===== src/rtl/demux1_4_buf.sv =====
// -----------------------------------------------------------------------------
// demux1_4_buf
//
// Registered 1-to-4 demultiplexer with one holding register per output.
// A single valid/ready input stream carries a 2-bit destination select with
// each word. Every accepted word is steered into the holding register of the
// selected output. Each output then drains on its own valid/ready handshake.
//
// Ports
//   clk        system clock, all state changes on the rising edge
//   rst        synchronous active-high reset
//   in_data    input word (WIDTH bits)
//   in_sel     destination output index 0..3
//   in_valid   in_data / in_sel valid
//   in_ready   input accepted this cycle (combinational, independent of in_valid)
//   out_data   packed outputs, output i at [i*WIDTH +: WIDTH]
//   out_valid  bit i set while holding register i is full
//   out_ready  bit i: consumer i takes slice i this cycle
//   xfer_cnt   (DEMUX1_4_STATS_EN only) 4 x 8-bit saturating per-output
//              counts of input transfers, slice i at [i*8 +: 8]
//
// Build option
//   DEMUX1_4_STATS_EN  when defined, adds the xfer_cnt port and its counters.
//                      When undefined, the port and counters are absent.
// -----------------------------------------------------------------------------
module demux1_4_buf #(
   parameter int WIDTH = 16
) (
   input  logic                 clk,
   input  logic                 rst,
   input  logic [WIDTH-1:0]     in_data,
   input  logic [1:0]           in_sel,
   input  logic                 in_valid,
   output logic                 in_ready,
   output logic [4*WIDTH-1:0]   out_data,
   output logic [3:0]           out_valid,
   input  logic [3:0]           out_ready
`ifdef DEMUX1_4_STATS_EN
   ,
   output logic [31:0]          xfer_cnt
`endif
);

   logic [WIDTH-1:0] r_data [4];
   logic [3:0]       r_full;

   logic [3:0]       w_sel_dec;
   logic             w_in_xfer;
   logic [3:0]       w_fill;
   logic [3:0]       w_drain;

   // A full slot can still accept when its consumer is draining in the
   // same cycle, giving one word per cycle per output.
   assign in_ready  = ~r_full[in_sel] | out_ready[in_sel];
   assign w_in_xfer = in_valid & in_ready;
   assign w_sel_dec = 4'b0001 << in_sel;
   assign w_fill    = {4{w_in_xfer}} & w_sel_dec;
   assign w_drain   = r_full & out_ready;

   always_ff @(posedge clk) begin
      if (rst) begin
         r_full <= 4'b0000;
         for (int i = 0; i < 4; i++) begin
            r_data[i] <= '0;
         end
      end else begin
         for (int i = 0; i < 4; i++) begin
            if (w_fill[i]) begin
               // Covers both fill-only and fill-with-drain: slot stays full.
               r_data[i] <= in_data;
               r_full[i] <= 1'b1;
            end else if (w_drain[i]) begin
               r_full[i] <= 1'b0;
            end
         end
      end
   end

   assign out_valid = r_full;

   for (genvar g = 0; g < 4; g++) begin : g_out
      assign out_data[g*WIDTH +: WIDTH] = r_data[g];
   end

`ifdef DEMUX1_4_STATS_EN
   logic [7:0] r_cnt [4];

   always_ff @(posedge clk) begin
      if (rst) begin
         for (int i = 0; i < 4; i++) begin
            r_cnt[i] <= 8'd0;
         end
      end else begin
         for (int i = 0; i < 4; i++) begin
            // Saturate at 255 rather than wrap.
            if (w_fill[i] && (r_cnt[i] != 8'hFF)) begin
               r_cnt[i] <= r_cnt[i] + 8'd1;
            end
         end
      end
   end

   for (genvar g = 0; g < 4; g++) begin : g_cnt
      assign xfer_cnt[g*8 +: 8] = r_cnt[g];
   end
`endif

endmodule


===== config.mk =====
export PLATFORM = sky130hd
export DESIGN_NAME = demux1_4_buf
export DESIGN_NICKNAME = d
export VERILOG_FILES = /design/src/rtl/demux1_4_buf.sv
export SDC_FILE = /design/constraint.sdc
export NUM_CORES = 1
export LEC_CHECK = 0
export BUFFER_PORTS_ARGS = -buffer_cell sky130_fd_sc_hd__buf_2
export CAP_MARGIN = 30
export CORE_MARGIN = 4
export CORE_UTILIZATION = 50
export CTS_CLUSTER_SIZE = 16
export DETAILED_ROUTE_END_ITERATION = 8
export PLACE_DENSITY_LB_ADDON = 0.08
export SLEW_MARGIN = 40
export SYNTH_ARGS = -nofsm -noshare
export SYNTH_HDL_FRONTEND = slang
export SYNTH_SLANG_ARGS = --single-unit

===== constraint.sdc =====
create_clock -name clk -period 3.2 [get_ports clk]
set_clock_uncertainty 0.1 [all_clocks]
set_input_delay 0.48 -clock clk [delete_from_list [all_inputs] [get_ports clk]]
set_output_delay 0.48 -clock clk [all_outputs]
set_load 0.02 [all_outputs]

==> reports/results.tsv <==
metric	value	unit
status	completed	
slowest_delay	0.47	ns
multi_input_area	684	um^2
fin_tns_setup	0	ns
fin_nets	312	
ys.warnings.count	0	
synth_fa_ha_area_frac	0	
ctsResizeCount	0	
hold_viol	0	
grt_max_degree	22	
crit_path_max_fanout	3	
critical_path_class	reg -> out	
path_cells	nand2b_1 > mux4_2 > buf_2	
cp_slowest_cell	mux4_2	
syn_inst	196	
power.total	1.86	mW
pin_count	94	
detail_route.wl_per_cell	17.2	um
io_buffer_count	93	
place_congestion	0.747	
drt_iter0_markers	174	
dp_hpwl	4390	um
cts_hold_buf	0	
tightest_slew	0.762	ns
grt_pass1_wl	9690	um
grt_pass1_vias	1834	
fin_crit	1.98	ns
rsz0062_at_grt	false	
yosys_register_bits	68	
drive_above_1_share	0.440	
antenna_left	0	
initial_core_util	0.531	
synth_nets	221	
p_per_area	535	nW/um^2
synthSimpleGateAreaFrac	0.212	
start_kind	flop	
antenna_cells	0	
dieWidth	82.8	um
grt_usage	0.182	
finalSetupViolations	0	
cts_max_level	3	
rows	26	
yosysUniqueCellTypes	18	
maxCapViolations	0	
synth_top_area_cell	edfxtp_1	
core_area	5270	um^2
cts_made_buffers	9	
drcViolationCount	0	
yosys.area_share.xor_xnor	0	
peakVddDrop	306	uV
die_h	82.8	um
synthTopCellsByArea	edfxtp_1, nor3_1, nand3b_1	
clk_latency	0.33	ns
cts_root_buf	clkbuf_8	
clkTransAtPathRegs	0.07	ns
final.period_utilization	0.618	
muxShareOfSynthArea	0.00805	
antenna_found_initial	0	
hp-class	in -> reg	
grt-ovfl-total	0	
die-area	6860	um^2
yosysTopAreaCellShare	0.687	
p_leak	1.42	nW
synthesis.area	2800	um^2
slew_headroom	0.492	
drt-total-wl	6190	um
crit_arrival	1.40	ns
final_cell_mix	buf_2, edfxtp_1, nor3_1, nand3b_1, nor3_2	
cts_tree	done	
ctsLongestPathBuffers	2	
avgSynthCellArea	14.3	um^2
synth_top_family_by_area	simple AND/OR/NAND/NOR gates	
num_vias	1913	
max_freq	506	MHz
cts_setup_buffers	0	
layout_commonest_cell	buf_2	
area_delta_synth_final	24.4	%
slew_violations	0	
viasPerCell	5.30	
cts.sinks	68	
ys_seq_area_frac	0.716	
endpoint_kind	primary output	
seq_area	2000	um^2
fillerInstances	424	
required	2.62	ns
first_pass_iters	4	
synth_compound_area_frac	0.0179	
critical path, delay by kind of cell (launching register included):
family | cells | cell delay (ns)
buffers and inverters | 1 | 0.17
DFF | 1 | 0.34
muxes | 1 | 0.47
and+or+nand+nor | 1 | 0.09
area by class of cell:
type | instances | area share
Sequential cell | 68 | 0.575
Multi-Input combinational cell | 105 | 0.197
Timing Repair Buffer | 101 | 0.151
Clock buffer | 12 | 0.0388
Tap cell | 70 | 0.0252
Clock inverter | 3 | 0.0111
Inverter | 2 | 0.00216
cells in the mapped netlist (all sizes together):
master,n
or2,1
nand2b,6
dfxtp,4
clkbuf,5
nand3,1
inv,2
buf,16
nor3,64
nand3b,18
or3b,1
a21oi,4
nor2b,4
o31ai,4
mux4,1
nand2,1
edfxtp,64
cells by family (layout without fill, tap and decap cells):
logic type	count (synthesis)	count (layout)
AOI/OAI and AO/OA	8	8
DFF	68	68
muxes	1	1
buffers and inverters	23	118
and+or+nand+nor	96	96
worst paths after layout:
path | startpoint | end | slack, ns | cells after the start
hold reg to reg | out_valid[3] | out_valid[3] | 0.41 | 2
setup reg to reg | out_valid[0] | r_data[0][12] | 1.63 | 4
setup / recovery | out_valid[1] | in_ready | 1.22 | 3
hold / removal | out_ready[3] | out_valid[3] | 0.36 | 3
state kept, by name, summed over array words and instances, names as in the netlist:
name / count
out_valid: 4
r_data: 64
through the flow:
stage / std cells / area (um^2) / util / setup slack [ns] / hold slack, ns
floorplan: 196 / 2800 / - / 0.439 / 0.469
global placement: 346 / 3310 / 0.627 / 1.11 / 0.403
detailed placement: 346 / 3310 / 0.627 / 1.07 / 0.404
CTS: 361 / 3480 / 0.660 / 1.21 / 0.348
global route: 361 / 3480 / 0.660 / 1.16 / 0.369
finish: 361 / 3480 / 0.660 / 1.22 / 0.358
layer usage:
metal | GRT usage | share of wire | vias up
met5 | 0 | 0 | -
met4 | 0.0758 | 0.014 | 0
met3 | 0.0386 | 0.075 | 10
met2 | 0.288 | 0.50 | 88
met1 | 0.244 | 0.42 | 893
li1 | - | - | 922
power breakdown:
part           internal [mW]  leakage [nW]  total, mW  switching [mW]
sequential              1.01         0.721       1.03          0.0111
clock                  0.353        0.0879      0.640           0.287
combinational         0.0591         0.610      0.198           0.139
No activity file was read; power rests on OpenSTA's default activity.
